### config.mk
export PLATFORM = sky130hd
export DESIGN_NAME = rr_arb4_stage
export DESIGN_NICKNAME = d
export VERILOG_FILES = /design/src/rtl/rr_arb4_stage.sv
export SDC_FILE = /design/constraint.sdc
export NUM_CORES = 1
export LEC_CHECK = 0
export ABC_AREA = 1
export CORE_MARGIN = 3
export CORE_UTILIZATION = 35
export CTS_BUF_LIST = sky130_fd_sc_hd__clkbuf_8 sky130_fd_sc_hd__clkbuf_16
export DETAILED_ROUTE_END_ITERATION = 7
export GPL_TIMING_DRIVEN = 0
export PLACE_DENSITY = 0.79
export SETUP_SLACK_MARGIN = 0.4
export SYNTH_ARGS = -nofsm -noshare
export SYNTH_HDL_FRONTEND = slang
export SYNTH_SLANG_ARGS = --single-unit
### constraint.sdc
create_clock -name clk -period 2.4 [get_ports clk]
set_input_delay 0.72 -clock clk [delete_from_list [all_inputs] [get_ports clk]]
set_output_delay 0.72 -clock clk [all_outputs]
set_load 0.01 [all_outputs]
### src/rtl/rr_arb4_stage.sv
// rr_arb4_stage: registered 4-source round-robin arbitration stage.
//
// Picks one of four valid/ready sources (A/B/C/D) with a rotating priority
// pointer, steers the winner's word through a mux4to1 driven by the grant
// index S, and registers it onto a single valid/ready output channel.
//
// Ports:
//   clk        - clock, all state updates on the rising edge
//   rst_n      - synchronous active-low reset
//   req_valid  - per-source valid (bit0=A .. bit3=D)
//   req_ready  - per-source ready, one-hot or zero
//   A, B, C, D - source data words
//   S          - grant index (mux4to1 select)
//   Y          - registered output word
//   out_valid  - Y holds a valid beat
//   out_ready  - downstream accepts Y this cycle

module mux4to1 #(
    parameter int N = 32
) (
    input  logic [N-1:0] A,
    input  logic [N-1:0] B,
    input  logic [N-1:0] C,
    input  logic [N-1:0] D,
    input  logic [1:0]   S,
    output logic [N-1:0] Y
);
    always_comb begin
        unique case (S)
            2'd0:    Y = A;
            2'd1:    Y = B;
            2'd2:    Y = C;
            default: Y = D;
        endcase
    end
endmodule

module rr_arb4_stage #(
    parameter int N = 32
) (
    input  logic         clk,
    input  logic         rst_n,
    input  logic [3:0]   req_valid,
    output logic [3:0]   req_ready,
    input  logic [N-1:0] A,
    input  logic [N-1:0] B,
    input  logic [N-1:0] C,
    input  logic [N-1:0] D,
    output logic [1:0]   S,
    output logic [N-1:0] Y,
    output logic         out_valid,
    input  logic         out_ready
);
    logic [N-1:0] r_y;
    logic         r_out_valid;
    logic [1:0]   r_last_grant;

    logic         w_load;
    logic         w_grant;
    logic [1:0]   w_chosen;
    logic         w_found;
    logic [1:0]   w_idx;
    logic [N-1:0] w_mux_y;

    assign w_load = !r_out_valid || out_ready;
    // Reset suppresses the source handshake so no beat is lost mid-reset.
    assign w_grant = rst_n && w_load && (req_valid != 4'b0000);

    // Cyclic scan starting just after the last grant; 2-bit wrap gives mod 4.
    always_comb begin
        w_chosen = r_last_grant;
        w_found  = 1'b0;
        w_idx    = r_last_grant;
        for (int i = 1; i <= 4; i++) begin
            w_idx = r_last_grant + 2'(i);
            if (!w_found && req_valid[w_idx]) begin
                w_chosen = w_idx;
                w_found  = 1'b1;
            end
        end
    end

    assign S         = w_grant ? w_chosen : r_last_grant;
    assign req_ready = w_grant ? (4'b0001 << w_chosen) : 4'b0000;

    mux4to1 #(.N(N)) u_mux (
        .A (A),
        .B (B),
        .C (C),
        .D (D),
        .S (S),
        .Y (w_mux_y)
    );

    always_ff @(posedge clk) begin
        if (!rst_n) begin
            r_y          <= '0;
            r_out_valid  <= 1'b0;
            r_last_grant <= 2'd3;
        end else if (w_load) begin
            if (w_grant) begin
                r_y          <= w_mux_y;
                r_out_valid  <= 1'b1;
                r_last_grant <= w_chosen;
            end else begin
                r_out_valid  <= 1'b0;
            end
        end
    end

    assign Y         = r_y;
    assign out_valid = r_out_valid;
endmodule

---- Word level (Yosys, flattened, before mapping) ----
Cells that the tools add are included.
operators by class
  add/sub/neg operators ................... 3
  magnitude comparators ................... 4
  eq/ne operators ......................... 2
  shift operators ......................... 1
  multiplexer cells ....................... 19
  reductions and logical operators ........ 13
operators by type and width
  operator                                                                      number
  32-bit one-hot mux with 3 select lines                                        1
  2-bit by 3-bit less-than comparator with 1-bit output, second input constant  4
  2-bit 2-to-1 mux                                                              5
  1-bit binary-select mux with 2-bit select                                     4
  1-bit 2-to-1 mux                                                              8
  1-bit logical AND                                                             5
  2-bit adder, second input constant                                            2
  1-bit zero test                                                               4
  4-bit 2-to-1 mux                                                              1
  4-bit nonzero test                                                            1
  1-bit by 2-bit left shift with 4-bit output, first input constant             1
  2-bit by 1-bit adder with 2-bit output, second input constant                 1
  2-bit by 1-bit equality test with 1-bit output, second input constant         1
  2-bit equality test, second input constant                                    1
  2-bit zero test                                                               1
  2-bit AND reduction                                                           1
  1-bit logical OR                                                              1
storage, ports and cells
  register bits after elaboration ......... 35
  bits of input ports ..................... 135
  output and inout port bits .............. 39
  logic and storage cells ................. 45

---- Logic depth before layout (Yosys ltp) ----
  depth after elaboration ................. 16
  depth in mapped cells ................... 18

---- Cells and area by module ----
Synthesis repeated with hierarchy kept, for this count alone.
second synthesis, totals
  cell total of the unflattened synthesis .. 396
  area, all modules ....................... 2585.0 sq um
by module, submodules not included
  module         instances  cells each  area each (sq um)  sequential area each (sq um)
  rr_arb4_stage  1          210         1506.4             700.7
  mux4to1        1          186         1078.5             0.0

---- Least setup slack after synthesis ----
No wires, ideal clock.
  path type ............................... input to output
  start point ............................. input req_valid[2]
  end point ............................... output req_ready[3]
  arrival time ............................ 1.793 ns
  slack ................................... -0.113 ns
  stages on the path ...................... 10
  path buffers ............................ 1
  cells stage by stage .................... nand2_1 nand2_2 nand2_2 nand2_2 nor2_2 nand3_1 nand2_2 nand2_4 buf_2 a21oi_1
between the ends
  cells in the longest elaborated chain, start to end .. 14
ends and longest elaborated chain
  what                                         RTL line  text
  from (decl)                                  43        input logic [3:0] req_valid,
  1-bit binary-select mux with 2-bit select    76        if (!w_found && req_valid[w_idx]) begin
  1-bit 2-to-1 mux (implied by the code)       76
  1-bit 2-to-1 mux                             76
  1-bit zero test                              76
  1-bit logical AND                            76
  1-bit 2-to-1 mux                             76
  1-bit zero test                              76
  1-bit logical AND                            76
  1-bit 2-to-1 mux                             76
  1-bit zero test                              76
  1-bit logical AND                            76
  2-bit 2-to-1 mux                             76
  1-bit by 2-bit left shift with 4-bit output  84        assign req_ready = w_grant ? (4'b0001 << w_chosen) : 4'b0000;
  4-bit 2-to-1 mux (*)                         84
  to (decl)                                    44        output logic [3:0] req_ready,
Mark *: on every way between the ends. The rest lies on a longest branch, timed or not. The select of a mux whose other input is x is not followed.

---- Worst setup path in the final report ----
  start point ............................. input req_valid[0]
  end point ............................... output S[1]
between the ends
  cells in the longest elaborated chain, start to end .. 13
ends and longest elaborated chain
  what                                       RTL line  text
  1-bit binary-select mux with 2-bit select  76
  1-bit 2-to-1 mux (implied by the code)     76
  1-bit 2-to-1 mux                           76
  1-bit zero test                            76
  1-bit logical AND                          76
  1-bit 2-to-1 mux                           76
  1-bit zero test                            76
  1-bit logical AND                          76
  1-bit 2-to-1 mux                           76
  1-bit zero test                            76
  1-bit logical AND                          76
  2-bit 2-to-1 mux                           76
  2-bit 2-to-1 mux (*)                       n/a
  to (decl)                                  49        output logic [1:0] S,
Marks and branches as above.

==> results.ini <==
[sta]
skew_ns = 0.00413
final_hold_viol_count = 0
worst_pin_slew_ns = 0.683
setup_viol = 18
maxSlewHeadroom = 0.545
min_period_over_period = 1.14
period_needed_ns = 2.74
max_freq_mhz = 364
worst_slack_ns = -0.345
slew_violations = 0
fin_setup_tns_ns = -1.93
grt_setup_unrepaired = yes

[synth]
postSynthAreaPerCell_sq_um = 6.21
synth-async-reset-ratio = 0
synth_area_sq_mm = 0.00294
yosysUniqueCellTypes = 28
yosysWarnings = 0
syn-num-nets = 608
synthFlopType = dfxtp_1
ys_ff_latch = 35
seq_area_frac_synth = 0.239
syn_inst = 473
synth-edff-count = 0

[clocking]
htreeDepth = 2
clk_latency_ns = 0.29
cts-root-buf = clkbuf_8
cts_sinks = 35
cts.hold.buffers_added = 0
clkTransAtPathRegs_ns = 0.08
cts_buffers = 5
cts_tree = built
clockBufferDepth = 2

[cells_and_area]
fin_nets = 831
fillers = 586
mostFrequentLayoutCells = 161 x clkdlybuf4s50_1, 105 x nand2_1, 44 x nand3b_1
area_growth_pct = 110
layout_commonest_cell = clkdlybuf4s50_1
design_area_sq_mm = 0.00617
final_util = 0.778
antenna_cells = 0
multiInputGateArea_sq_mm = 0.00238
drive_above_1_share = 0.326
regArea_sq_um = 706

[critical_path]
critPathRequiredTime_ns = 1.68
reg2reg_slack_ns = -0.04
path_common_cell = nand2_4
crit_slowest_cell = buf_4
rr_worst_depth = 18
slowest_delay_ns = 0.14
r2r_end = Y[22]
cp_num_buf_inv = 5
setup.worst_path.start_class = input port
crit_chain = buf_4, nand2_4, nand2_2, nand2_2, nand2_4, inv_4, nand3_4, nand3_2, nand2_4, nand2_8, nand2_8, buf_8, buf_8, buf_6
setup.worst_path.class = in2out
cp_max_fo = 4
cp_top_family = simple AND/OR/NAND/NOR gates
cp.arrival_ns = 2.02
end_kind = primary output
regToRegStartpoint = r_last_grant[0]

[floorplan]
std_cell_rows = 32
core_sq_mm = 0.00793
initial_utilization = 0.370
boundaryPins = 174
die_w_um = 97.6
die_h_um = 97.6
die-area_sq_mm = 0.00952

[routing]
wl_per_cell_um = 18.1
viasPerCell = 5.27
drc = 0
num_vias = 4203
drt-total-wl_um = 14500
postRouteAntennaNets = 0
drt-initial-drc-count = 214
dr.pass1.iters = 5

[placed_design]
io_buffers = 173
dp_hpwl_um = 9400
dpl_cell_area_sq_mm = 0.00490
place_congestion = 0.846

[hold_path]
holdPathStages = 2
whs_endpoint = Y[5]
worstHoldStart = Y[5]
hp-class = reg2reg

[grt]
grt_pass1_vias = 4093
grt_start_max_net_pins = 11
antenna_found_initial = 0
grt_pass1_wl_um = 20300
overflow = 0
grt.total_usage = 0.261

[status]
violations = negative setup slack
status = complete, but fails checks

[power_and_ir_drop]
power.density_mw_per_mm2 = 621
irDropWorstVdd_v = 0.000369
leakagePower_nw = 2.63

[job]
drv_cap = 0

kinds of logic after synthesis:
family,count (synthesis),synth area share
flip-flops,35,0.239
AND/OR/NAND/NOR,300,0.522
AO/OA/AOI/OAI,60,0.108
buffers and inverters,78,0.131
state kept, by name (all words and copies together) (netlist names):
register,flops
r_last_grant,2
Y,32
out_valid,1
per-layer routing:
layer	part of all wire	vias to the layer above	GRT usage
li1	-	2016	-
met1	0.39	1959	0.311
met2	0.52	200	0.464
met3	0.072	28	0.0639
met4	0.015	0	0.0703
met5	0	-	0
worst min-delay path: cells and delay by family (launching register included):
kind             cells  cell delay [ns]
AO/OA/AOI/OAI        1             0.05
flip-flops           1             0.31
AND/OR/NAND/NOR      1             0.06
layout make-up:
class                   instances  area share
multi-input cells             360       0.386
repair buffers                216       0.371
flip-flops and latches         35       0.114
plain buffers                  36      0.0647
inverters                      42      0.0290
well taps                     102      0.0207
clock buffers                   6      0.0134
clock inverters                 1    0.000811
worst max-delay path by stage:
stage / end / cells past startpoint / slack [ns] / start
global placement: S[1] / 9 / -1.40 / req_valid[3]
floorplan: S[1] / 11 / -0.06 / req_valid[3]
finish: S[1] / 14 / -0.34 / req_valid[0]
detailed placement: S[1] / 9 / -1.43 / req_valid[3]
CTS: S[1] / 15 / -0.28 / r_last_grant[0]
global route: S[1] / 15 / -0.42 / r_last_grant[0]
stage by stage:
step / worst slack, ns / power, mW / hold WS, ns / cells
4_1_cts: -0.283 / 3.30 / 0.462 / 783
6_report: -0.345 / 3.83 / 0.467 / 798
2_1_floorplan: -0.0572 / 1.77 / 0.488 / 473
3_3_place_gp: -1.40 / 2.42 / 0.451 / 748
5_1_grt: -0.418 / 4.01 / 0.490 / 798
3_5_place_dp: -1.43 / 2.46 / 0.455 / 748
synthesized netlist by cell type (2+ instances only):
| cell type | count | area (sq um) |
|---|---|---|
| dfxtp_1 | 35 | 701 |
| buf_1 | 3 | 11.3 |
| o21bai_1 | 3 | 22.5 |
| a21oi_1 | 35 | 175 |
| nand2_2 | 9 | 56.3 |
| a21oi_2 | 2 | 17.5 |
| buf_8 | 3 | 45.0 |
| inv_1 | 27 | 101 |
| nand2_1 | 150 | 563 |
| o21ai_1 | 16 | 80.1 |
| nand4_1 | 20 | 125 |
| clkinv_1 | 8 | 30.0 |
| nand3_2 | 7 | 70.1 |
| nor2_1 | 5 | 18.8 |
| nand3_1 | 60 | 300 |
| nand3b_1 | 44 | 330 |
| inv_2 | 6 | 22.5 |
| buf_6 | 2 | 22.5 |
| clkbuf_1 | 9 | 33.8 |
| buf_4 | 6 | 45.0 |
| buf_2 | 13 | 65.1 |
| nand2_4 | 2 | 22.5 |
| o21ai_0 | 3 | 15.0 |
where the power goes:
group	switching (mW)	internal (mW)	leakage, nW
Sequential	0.0443	0.657	0.287
Clock	0.221	0.226	0.0470
Combinational	1.33	1.36	2.30
Total	1.59	2.24	2.63
what timing repair did:
item	in CTS	in global routing
pin swaps	24	45
gates cloned	3	5
buffers inserted	25	10
setup endpoints to repair	40	40
resized for setup	119	118
No activity file was read; power rests on OpenSTA's default activity.
